`config.mk`:
```
export PLATFORM = sky130hd
export DESIGN_NAME = eth_proto_tx_arb
export DESIGN_NICKNAME = d
export VERILOG_FILES = /design/src/rtl/eth_proto_tx_arb.sv
export SDC_FILE = /design/constraint.sdc
export NUM_CORES = 1
export LEC_CHECK = 0
export ABC_AREA = 1
export BUFFER_PORTS_ARGS = -buffer_cell sky130_fd_sc_hd__buf_2
export CORE_AREA = 4 4 78 80
export CTS_CLUSTER_SIZE = 10
export DETAILED_ROUTE_END_ITERATION = 12
export DIE_AREA = 0 0 82 84
export SYNTH_ARGS = -nofsm -noshare
export SYNTH_HDL_FRONTEND = slang
export SYNTH_SLANG_ARGS = --single-unit
```
`constraint.sdc`:
```
create_clock -name clk -period 4.9 [get_ports clk]
set_clock_uncertainty 0.1 [all_clocks]
set_input_delay 0.245 -clock clk [delete_from_list [all_inputs] [get_ports clk]]
set_output_delay 0.245 -clock clk [all_outputs]
set_load 0.005 [all_outputs]
```
`src/rtl/eth_proto_tx_arb.sv`:
```
// Frame-atomic round-robin arbiter merging N_CH protocol byte streams onto one MAC TX port.
// Adds a programmable inter-frame gap and aborts a frame whose granted sender underruns.
module eth_proto_tx_arb #(
    parameter int N_CH        = 4,
    parameter int DATA_W      = 8,
    parameter int IFG_CYCLES  = 12,
    parameter int UNDERRUN_TO = 64
) (
    input  logic                    clk,
    input  logic                    rst,
    input  logic [N_CH-1:0]         ch_valid_i,
    input  logic [N_CH*DATA_W-1:0]  ch_data_i,
    input  logic [N_CH-1:0]         ch_last_i,
    output logic [N_CH-1:0]         ch_ack_o,
    output logic                    mac_tx_valid_o,
    output logic [DATA_W-1:0]       mac_tx_data_o,
    output logic                    mac_tx_last_o,
    input  logic                    mac_tx_ack_i,
    output logic                    mac_tx_abort_o,
    output logic [$clog2(N_CH)-1:0] grant_o,
    output logic                    busy_o
);
    localparam int GNT_W  = $clog2(N_CH);
    localparam int GAP_W  = (IFG_CYCLES > 0) ? $clog2(IFG_CYCLES + 1) : 1;
    localparam int URUN_W = $clog2(UNDERRUN_TO + 1);
    localparam logic [GAP_W-1:0]  GAP_LAST = (IFG_CYCLES > 0) ? GAP_W'(IFG_CYCLES - 1) : '0;
    localparam logic [URUN_W-1:0] URUN_MAX = URUN_W'(UNDERRUN_TO);
    localparam logic [GNT_W-1:0]  LAST_CH  = GNT_W'(N_CH - 1);

    typedef enum logic [1:0] {
        S_IDLE = 2'd0,
        S_XFER = 2'd1,
        S_GAP  = 2'd2
    } state_t;

    state_t              r_state, w_state_next;
    logic [GNT_W-1:0]    r_grant, w_grant_next;
    logic [GNT_W-1:0]    r_rr_ptr, w_rr_ptr_next;
    logic [GAP_W-1:0]    r_gap_cnt, w_gap_cnt_next;
    logic [URUN_W-1:0]   r_urun_cnt, w_urun_cnt_next;

    logic [DATA_W-1:0]   w_ch_data [N_CH];
    logic                w_arb_hit;
    logic [GNT_W-1:0]    w_arb_idx;
    logic [GNT_W:0]      w_arb_sum;
    logic                w_in_xfer;
    logic                w_g_valid;
    logic                w_g_last;
    logic [URUN_W-1:0]   w_urun_inc;
    logic                w_urun_hit;
    logic                w_frame_end;
    logic [GNT_W-1:0]    w_rr_adv;

    for (genvar gi = 0; gi < N_CH; gi++) begin : g_chan
        assign w_ch_data[gi] = ch_data_i[gi*DATA_W +: DATA_W];
        assign ch_ack_o[gi]  = w_in_xfer & mac_tx_ack_i & (r_grant == GNT_W'(gi));
    end

    // First requester at or above rr_ptr, wrapping; the offset walk handles non-power-of-2 N_CH.
    always_comb begin
        w_arb_hit = 1'b0;
        w_arb_idx = r_rr_ptr;
        w_arb_sum = '0;
        for (int i = 0; i < N_CH; i++) begin
            w_arb_sum = {1'b0, r_rr_ptr} + (GNT_W+1)'(i);
            if (w_arb_sum >= (GNT_W+1)'(N_CH)) begin
                w_arb_sum = w_arb_sum - (GNT_W+1)'(N_CH);
            end
            if (!w_arb_hit && ch_valid_i[w_arb_sum[GNT_W-1:0]]) begin
                w_arb_hit = 1'b1;
                w_arb_idx = w_arb_sum[GNT_W-1:0];
            end
        end
    end

    assign w_in_xfer  = (r_state == S_XFER);
    assign w_g_valid  = ch_valid_i[r_grant];
    assign w_g_last   = ch_last_i[r_grant];
    assign w_urun_inc = (r_urun_cnt == URUN_MAX) ? r_urun_cnt : r_urun_cnt + 1'b1;
    assign w_urun_hit = w_in_xfer & ~w_g_valid & (w_urun_inc == URUN_MAX);
    assign w_rr_adv   = (r_grant == LAST_CH) ? '0 : r_grant + 1'b1;

    always_comb begin
        w_state_next    = r_state;
        w_grant_next    = r_grant;
        w_rr_ptr_next   = r_rr_ptr;
        w_gap_cnt_next  = r_gap_cnt;
        w_urun_cnt_next = r_urun_cnt;
        w_frame_end     = 1'b0;
        case (r_state)
            S_IDLE: begin
                if (w_arb_hit) begin
                    w_state_next    = S_XFER;
                    w_grant_next    = w_arb_idx;
                    w_urun_cnt_next = '0;
                end
            end
            S_XFER: begin
                if (w_g_valid) begin
                    w_urun_cnt_next = '0;
                    w_frame_end     = mac_tx_ack_i & w_g_last;
                end else begin
                    w_urun_cnt_next = w_urun_inc;
                    w_frame_end     = w_urun_hit;
                end
                if (w_frame_end) begin
                    w_rr_ptr_next   = w_rr_adv;
                    w_urun_cnt_next = '0;
                    w_gap_cnt_next  = '0;
                    w_state_next    = (IFG_CYCLES > 0) ? S_GAP : S_IDLE;
                end
            end
            S_GAP: begin
                if (r_gap_cnt >= GAP_LAST) begin
                    w_state_next   = S_IDLE;
                    w_gap_cnt_next = '0;
                end else begin
                    w_gap_cnt_next = r_gap_cnt + 1'b1;
                end
            end
            default: w_state_next = S_IDLE;
        endcase
    end

    always_ff @(posedge clk) begin
        if (rst) begin
            r_state    <= S_IDLE;
            r_grant    <= '0;
            r_rr_ptr   <= '0;
            r_gap_cnt  <= '0;
            r_urun_cnt <= '0;
        end else begin
            r_state    <= w_state_next;
            r_grant    <= w_grant_next;
            r_rr_ptr   <= w_rr_ptr_next;
            r_gap_cnt  <= w_gap_cnt_next;
            r_urun_cnt <= w_urun_cnt_next;
        end
    end

    // Data is forced to zero outside XFER so the MAC never sees stale channel bytes.
    assign mac_tx_valid_o = w_in_xfer & w_g_valid;
    assign mac_tx_data_o  = w_in_xfer ? w_ch_data[r_grant] : '0;
    assign mac_tx_last_o  = w_in_xfer & w_g_last;
    assign mac_tx_abort_o = w_urun_hit;
    assign grant_o        = r_grant;
    assign busy_o         = (r_state != S_IDLE);

endmodule
```
Word level (Yosys, flattened, before mapping)
Cells that the tools add are included.
{"block": "word_totals", "register_bits": 17, "in_bits": 43, "out_inout_bits": 18}
{"block": "classes", "n_addsub": 10, "order_cmp": 11, "eq_ne": 10, "n_mux": 43, "n_bitwise": 12, "reduce_logical": 16}
{"op": "7-bit two-way mux", "n": 4}
{"op": "2-bit two-way mux", "n": 12}
{"op": "8-bit two-way mux", "n": 3}
{"op": "8-bit binary-select mux with 2-bit select", "n": 1}
{"op": "2-bit by 3-bit < comparator with 1-bit output, second input constant", "n": 5}
{"op": "7-bit equality test, second input constant", "n": 2}
{"op": "7-bit case mux with 2 select lines", "n": 1}
{"op": "1-bit binary-select mux with 2-bit select", "n": 6}
{"op": "3-bit >= comparator, second input constant", "n": 4}
{"op": "1-bit two-way mux", "n": 12}
{"op": "1-bit bitwise AND", "n": 10}
{"op": "4-bit two-way mux", "n": 2}
{"op": "4-bit case mux with 2 select lines", "n": 1}
{"op": "2-bit AND reduction", "n": 4}
{"op": "2-bit by 1-bit subtractor with 2-bit output, second input constant", "n": 4}
{"op": "7-bit by 1-bit adder with 7-bit output, second input constant", "n": 1}
{"op": "2-bit by 2-bit adder with 3-bit output, second input constant", "n": 2}
{"op": "2-bit equality test, second input constant", "n": 3}
{"op": "2-bit case mux with 3 select lines", "n": 1}
{"op": "2-bit nonzero test", "n": 3}
{"op": "4-bit by 1-bit adder with 4-bit output, second input constant", "n": 1}
{"op": "2-bit by 1-bit equality test with 1-bit output, second input constant", "n": 2}
{"op": "4-bit >= comparator, second input constant", "n": 1}
{"op": "2-bit logical NOT", "n": 2}
{"op": "10 further kinds", "n": 15}

Logic depth before layout (Yosys ltp)
Gate-level depths: netlist of run 1.
{"block": "logic_depth", "word_depth": 16, "mapped_depth": 14, "depth_no_buf": 14}

Worst setup path before layout of run 1
Ideal clock, no wire load.
{"block": "synth_path", "path_kind": "register to register", "from": "register r_urun_cnt[0]", "to": "register r_rr_ptr[1]", "setup_ns": 0.116, "arrival_ns": 1.504, "required_time_ns": 4.684, "slack_ns": 3.180, "stages_incl_launch_ff": 13, "path_cell_list": "dfxtp_1 ha_1 nand2_1 inv_1 nand3_1 nand2_1 nand3_1 nor2_1 nand3_1 nand2_1 nand2_2 o21ai_0 nor2_1"}
{"block": "synth_via", "elab_chain_cells": 7, "elab_cells_between_ends": 8, "cone_classes": "add/sub: 1; eq/ne: 2; mux: 3; bitwise: 1; reduce/logical: 1"}
{"item": "start: declaration", "line": "40", "text": "logic [URUN_W-1:0] r_urun_cnt, w_urun_cnt_next;"}
{"item": "start signal: assignment", "line": "137", "text": "r_urun_cnt <= w_urun_cnt_next;"}
{"item": "7-bit by 1-bit adder with 7-bit output or 7-bit equality test (tied branches)", "line": "79", "text": "assign w_urun_inc = (r_urun_cnt == URUN_MAX) ? r_urun_cnt : r_urun_cnt + 1'b1;"}
{"item": "7-bit two-way mux *", "line": "79"}
{"item": "7-bit equality test *", "line": "80", "text": "assign w_urun_hit = w_in_xfer & ~w_g_valid & (w_urun_inc == URUN_MAX);"}
{"item": "1-bit bitwise AND *", "line": "80"}
{"item": "1-bit two-way mux *", "line": "99", "text": "if (w_g_valid) begin"}
{"item": "1-bit two-way mux *", "line": "90", "text": "case (r_state)"}
{"item": "2-bit AND reduction (no source line) *"}
{"item": "end signal: assignment", "line": "135", "text": "r_rr_ptr <= w_rr_ptr_next;"}
{"item": "end: declaration", "line": "38", "text": "logic [GNT_W-1:0] r_rr_ptr, w_rr_ptr_next;"}
Every way passes the cells marked *; elsewhere a longest branch is shown, timed or not. The select of a mux whose other input is x is not followed.
A chain may end at the register's enable or synchronous reset.

Worst setup path after layout of run 1
{"block": "layout_path", "from": "register r_grant[0] (netlist: grant_o[0])", "to": "output port mac_tx_abort_o"}
{"block": "layout_via", "elab_chain_cells": 5}
{"item": "start: declaration", "line": "37", "text": "logic [GNT_W-1:0] r_grant, w_grant_next;"}
{"item": "start signal: assignment", "line": "134", "text": "r_grant <= w_grant_next;"}
{"item": "1-bit binary-select mux with 2-bit select", "line": "77", "text": "assign w_g_valid = ch_valid_i[r_grant];"}
{"item": "1-bit two-way mux (implied by the code)", "line": "77"}
{"item": "1-bit inverter", "line": "80"}
{"item": "1-bit bitwise AND (2 in a row)", "line": "80"}
{"item": "end: declaration", "line": "19", "text": "output logic mac_tx_abort_o,"}
Every way passes these cells. The select of a mux whose other input is x is not followed.

==> flow_metrics.tcl, run 1 <==
set metrics [dict create \
    count_of_buffers_inserted_at_the_top_level_ports 60 \
    flow.area_growth_from_synthesis_pct 23.6 \
    synthDistinctLibCells 26 \
    syn_inst 281 \
    run_status "complete, no violations" \
    synthesis.area_per_instance_um2 5.66 \
    maximum_capacitance_violations 0 \
    grt_setup_unrepaired "false" \
    floorplan.io_pins 61 \
    num-nets-final 385 \
    fraction_of_layout_cells_with_a_size_suffix_above_1 0.237 \
    timing_max_transition_violations_final 0 \
    sequential_cell_area_um2 340 \
    drt_first_iter_violations 121 \
    layout_worst_path_cycle_share 0.583 \
    cts_setup_buffers 0 \
    critical-path-slowest-cell "sky130_fd_sc_hd__dfxtp_1" \
    synth_most_common_cell "sky130_fd_sc_hd__nor2_1" \
    post_synth_main_area_contributors "sky130_fd_sc_hd__dfxtp_1, sky130_fd_sc_hd__nor2_1, sky130_fd_sc_hd__nand2_1, sky130_fd_sc_hd__nand3_1, sky130_fd_sc_hd__o21ai_0" \
    antenna_cells 0 \
    die-area_um2 6890 \
    path_cells "inv_1 > nand2_1 > nand3_1 > nand2_1 > nand2_1 > nor2_1 > nand3_1 > inv_1 > buf_2" \
    post-place-ws_ps 2180 \
    routed_wirelength_um 4560 \
    worst_hold_path_type "primary input to flop" \
    synth_top_cells_by_count "sky130_fd_sc_hd__nor2_1, sky130_fd_sc_hd__nand2_1, sky130_fd_sc_hd__inv_1, sky130_fd_sc_hd__nand3_1, sky130_fd_sc_hd__o21ai_0" \
    cts-root-to-sink-buffers 2 \
    met2_usage 0.216 \
    post-route-cell-area_um2 1970 \
    postPlaceCellArea_um2 1920 \
    detailed_place_hpwl_um 3580 \
    setup-violations-final 0 \
    criticalPathCategory "flop to output pin" \
    irDropWorstVdd_uv 92.2 \
    drt-vias-per-instance 4.67 \
    cp_num_buf_inv 3 \
    floorplan.rows 27 \
    final.min_clock_period_ps 2860 \
    cts-root-buf "sky130_fd_sc_hd__clkbuf_8" \
    synth_enable_flop_cells 0 \
    timing.critical_path.mode_cell "sky130_fd_sc_hd__nand2_1" \
    clock-sinks 17 \
    remaining_drc_errors 0 \
    ys.warnings.count 0 \
    timing_worst_slew_pin_value_ps 790 \
    cts_hold_repair.buffers 0 \
    post_cts_resize_count 0 \
    worstPathRequired_ps 4550 \
    cpPeakStageDelay_ps 840 \
    ys_seq_elements 17 \
    critical_path.max_fanout 25 \
    worst_path_dominant_cell_family "flip-flops" \
    gp_congestion 0.791 \
    ys_dominant_reg_cell "sky130_fd_sc_hd__dfxtp_1" \
    maximum_clock_frequency_ghz 0.350 \
    die_boundary_height_um 84 \
    core_um2 5410 \
    synth-seq-area-share 0.214 \
    slew_headroom 0.472 \
    end_kind "output pin" \
    finish.cell_count_without_fillers 406 \
    hold_path_startpoint "rst" \
    yosysTopAreaCell "sky130_fd_sc_hd__dfxtp_1" \
    antenna_violations_before_repair 0 \
    grt_util_all_layers 0.127 \
    detailroute.via_count 1895 \
    average_wire_per_standard_cell_um 11.2 \
    cts-buffers-inserted 3 \
    number_of_placed_instances_taps_included 402 \
    critical_path.startpoint "grant_o[0]$_SDFFE_PP0P_" \
    starting_density_of_the_core 0.294 \
    via_count_of_the_first_global_routing_pass 1672 \
    ffs_w_async_s_r_synth 0 \
    clock_insertion_delay_worst_skew_ps 250 \
    ctsHtreeMaxLevel 1 \
    power.total_uw 545 \
    multi_input_area_um2 1070 \
    top_usage_layer "met2" \
    worst_r2r_startpoint "grant_o[0]$_SDFFE_PP0P_" \
    hold_viol_final 0 \
    setup_tns_ps 0 \
    die_w_um 82 \
    n_fill_cell 612 \
    global_route.usage.met3 0.0259 \
    worst_setup_path_start_kind "flop" \
    power.density_nw_per_um2 277 \
    post_synthesis_cell_area_um2 1590 \
    synth_fp_nets 331 \
    clkSlewWorstSetupHoldPaths_ps 70 \
    grt-ovfl-total 0 \
    setup_ws_ps 2040 \
    grt_first_pass_wirelength_um 7190 \
    yosys.area.top_type_share 0.214 \
    hold_ws_ps 233 \
    grt_start_max_net_pins 26 \
    use_met1 0.156 \
    cp.arrival_ps 2510 \
    drtAntennaViolNets 0 \
    p_leak_nw 0.961 \
    drt_first_pass_iters 4 \
    post-route-util 0.364 \
    tritoncts "yes" \
]
-- cells by family (layout without fill, tap and decap cells) --
logic type      count (synthesis)  count (layout)  share of synthesized area
buf+inv                        42              95                      0.112
xor+xnor                        3               3                     0.0212
compound gates                 54              54                      0.184
fa+ha+maj                       7               7                     0.0550
flops                          17              17                      0.214
simple gates                  158             158                      0.414
-- final timing paths --
kind                                    end  slack [ps]  cells past startpoint
setup reg to reg   r_rr_ptr[1]$_SDFFE_PP0P_        2190                     11
setup / recovery             mac_tx_abort_o        2040                      9
hold reg to reg   r_gap_cnt[3]$_SDFFE_PP0P_         420                      2
hold / removal      r_state[1]$_SDFFE_PP0P_         230                      2
-- flip-flops by register name, summed over array words and instances (netlist names) --
signal	count
r_rr_ptr	2
grant_o	2
r_urun_cnt	7
r_state	2
r_gap_cnt	4
-- final cells by class --
class	count	share of cell area
clock buffer	3	0.0210
clock inverter	1	0.00254
inverter	31	0.0592
multi-input combinational	222	0.546
sequential	17	0.173
tap	72	0.0458
timing repair buffer	60	0.153
-- where the power goes --
group | internal (mW) | switching [mW] | leakage (nW)
Clock | 0.0565 | 0.0508 | 0.0255
Sequential | 0.149 | 0.0320 | 0.138
Combinational | 0.0995 | 0.157 | 0.798
Total | 0.305 | 0.240 | 0.961
-- placed cells by master (no fill, tap or decap), drive strengths merged --
cell,instances
a21oi,22
a32oi,1
buf,60
clkbuf,3
clkinv,2
dfxtp,17
ha,7
inv,30
nand2,58
nand3,28
nand3b,1
nand4,3
nor2,67
o2111ai,1
o21ai,30
or2,1
xnor2,1
xor2,2
-- layer usage --
layer	up-vias	share of wire
met3	6	0.12
li1	1008	-
met4	0	0.012
met2	72	0.42
met5	-	0
met1	809	0.44
(Power assumes the default switching activity.)
==> run 2, diff against run 1 <==
- clock period: 4.9 -> 2.56 ns (I/O delays scaled with it)
==> run 2 against run 1 <==
- cell area is 1.1% higher
- die area did not move
- critical path depth down 4
- hold slack worse by 130 ps
- cell count grew 0.74%
- critical path type unchanged
- largest cell class unchanged
==> flow_metrics.tcl, run 2 (synthesis gave the netlist of run 1 again) <==
set metrics [dict create \
    hold_path_startpoint "rst" \
    post_cts_resize_count 0 \
    clock-sinks 17 \
    cts_setup_buffers 0 \
    antenna_cells 0 \
    detailed_place_hpwl_um 3540 \
    largest_registers "r_urun_cnt x7, r_gap_cnt x4" \
    power.total_mw 1.05 \
    mostFrequentLayoutCells "sky130_fd_sc_hd__nor2_1, sky130_fd_sc_hd__buf_2, sky130_fd_sc_hd__nand2_1" \
    cts_hold_repair.buffers 0 \
    die_boundary_height_um 84 \
    fraction_of_layout_cells_with_a_size_suffix_above_1 0.240 \
    path_cells "inv_1 > nor2_1 > clkinv_1 > a21oi_1 > buf_2" \
    worstHoldPathCells 2 \
    worstPathRequired_ps 2330 \
    clock_insertion_delay_worst_skew_ps 250 \
    drt_first_pass_iters 4 \
    grt_util_all_layers 0.122 \
    maximum_capacitance_violations 0 \
    worst_setup_path_start_kind "flop" \
    routed_wirelength_um 4470 \
    p_leak_nw 0.973 \
    worst_path_dominant_cell_family "buffers and inverters" \
    run_status "complete, no violations" \
    starting_density_of_the_core 0.294 \
    setup_ws_ps 428 \
    layout_worst_path_cycle_share 0.833 \
    criticalPathCategory "flop to output pin" \
    critical-path-slowest-cell "sky130_fd_sc_hd__clkinv_1" \
    largest_reg_flops 7 \
    setup-violations-final 0 \
    antenna_violations_before_repair 0 \
    cp_num_buf_inv 3 \
    cts-root-to-sink-buffers 2 \
    worst_r2r_startpoint "r_rr_ptr[0]$_SDFFE_PP0P_" \
    cp.arrival_ps 1900 \
    grt-ovfl-total 0 \
    final.min_clock_period_ps 2130 \
    r2r_depth 10 \
    n_fill_cell 609 \
    maximum_clock_frequency_ghz 0.469 \
    timing_worst_slew_pin_value_ps 512 \
    die-area_um2 6890 \
    timing_max_transition_violations_final 0 \
    core_um2 5410 \
    drtAntennaViolNets 0 \
    ctsHtreeMaxLevel 1 \
    post-place-ws_ps 569 \
    clkSlewWorstSetupHoldPaths_ps 70 \
    finish.cell_count_without_fillers 409 \
    floorplan.rows 27 \
    grt_first_pass_wirelength_um 6980 \
    num-nets-final 388 \
    grt_start_max_net_pins 23 \
    worst_hold_path_type "primary input to flop" \
    number_of_placed_instances_taps_included 405 \
    remaining_drc_errors 0 \
    end_kind "output pin" \
    power.density_nw_per_um2 528 \
    detailroute.via_count 1914 \
    crit-reg2reg-capture "r_urun_cnt[0]$_SDFFE_PP0P_" \
    grt_setup_unrepaired "false" \
    slew_headroom 0.658 \
    average_wire_per_standard_cell_um 10.9 \
    max_flop_register "r_urun_cnt" \
    cpPeakStageDelay_ps 510 \
    cts-buffers-inserted 3 \
    floorplan.io_pins 61 \
    critical_path.max_fanout 17 \
    gp_congestion 0.859 \
    timing.reg2reg.setup_slack_ps 520 \
    worstHoldEndpoint "r_state[1]$_SDFFE_PP0P_" \
    hold_viol_final 0 \
    drt_first_iter_violations 141 \
    via_count_of_the_first_global_routing_pass 1659 \
    mostFrequentLayoutCell "sky130_fd_sc_hd__nor2_1" \
    cts-root-buf "sky130_fd_sc_hd__clkbuf_8" \
    setup_tns_ps 0 \
    tritoncts "yes" \
    hold_ws_ps 103 \
    count_of_buffers_inserted_at_the_top_level_ports 60 \
    drt-vias-per-instance 4.68 \
    die_w_um 82 \
    irDropWorstVdd_uv 145 \
    flow.area_growth_from_synthesis_pct 24.9 \
]
==> run 2: cell count changes in the layout (fill, tap and decap cells not counted) <==
cell                       change
sky130_fd_sc_hd__buf_4         +3
sky130_fd_sc_hd__clkbuf_1      +1
sky130_fd_sc_hd__clkinv_2      -1
==> run 2: per-layer routing <==
| metal | GRT usage | vias up | routed length [µm] |
|---|---|---|---|
| met1 | 0.142 | 803 | 2030 |
| met5 | 0 | - | 0 |
| met2 | 0.214 | 80 | 1850 |
| li1 | - | 1022 | - |
| met4 | 0.0483 | 0 | 98 |
| met3 | 0.0238 | 9 | 484 |
==> run 2: final cells by class <==
class,count,area (µm²),share of cell area
Sequential cell,17,340,0.171
Inverter,31,116,0.0585
Multi-Input combinational cell,222,1070,0.540
Clock buffer,4,45.0,0.0227
Timing Repair Buffer,63,323,0.162
Tap cell,72,90.1,0.0453
==> run 2: worst max path at each step <==
stage	startpoint	end	slack (ps)	cells past startpoint
floorplan	r_urun_cnt[0]$_SDFFE_PP0P_	r_rr_ptr[1]$_SDFFE_PP0P_	840	12
global placement	r_rr_ptr[0]$_SDFFE_PP0P_	r_urun_cnt[0]$_SDFFE_PP0P_	540	10
detailed placement	r_rr_ptr[0]$_SDFFE_PP0P_	r_urun_cnt[0]$_SDFFE_PP0P_	570	10
CTS	r_state[0]$_SDFFE_PP0P_	mac_tx_last_o	430	5
global route	r_state[0]$_SDFFE_PP0P_	mac_tx_data_o[5]	200	5
finish	r_state[0]$_SDFFE_PP0P_	mac_tx_data_o[4]	430	5
==> run 2: per-stage QoR <==
| step | utilization | area (µm²) |
|---|---|---|
| global placement | 0.359 | 1940 |
| detailed placement | 0.359 | 1940 |
| floorplan | - | 1590 |
| CTS | 0.368 | 1990 |
| global route | 0.368 | 1990 |
| finish | 0.368 | 1990 |
==> run 2: report_power, final <==
part	internal (mW)	total (mW)	switching (mW)	leakage [nW]
combinational	0.205	0.541	0.336	0.813
clock	0.110	0.200	0.0897	0.0228
sequential	0.285	0.309	0.0241	0.138
total	0.600	1.05	0.450	0.973
==> run 2: worst reg2reg max path, cell delays in order (launching register included) <==
cell                      delay [ps]
sky130_fd_sc_hd__dfxtp_1         640
sky130_fd_sc_hd__inv_1           180
sky130_fd_sc_hd__o21ai_1         190
sky130_fd_sc_hd__nand2_1          60
sky130_fd_sc_hd__nand2_1          80
sky130_fd_sc_hd__nand2_1          60
sky130_fd_sc_hd__nor2_2          100
sky130_fd_sc_hd__nand2_1          80
sky130_fd_sc_hd__nand3_2         200
sky130_fd_sc_hd__nand3_1         110
sky130_fd_sc_hd__a21oi_1         160
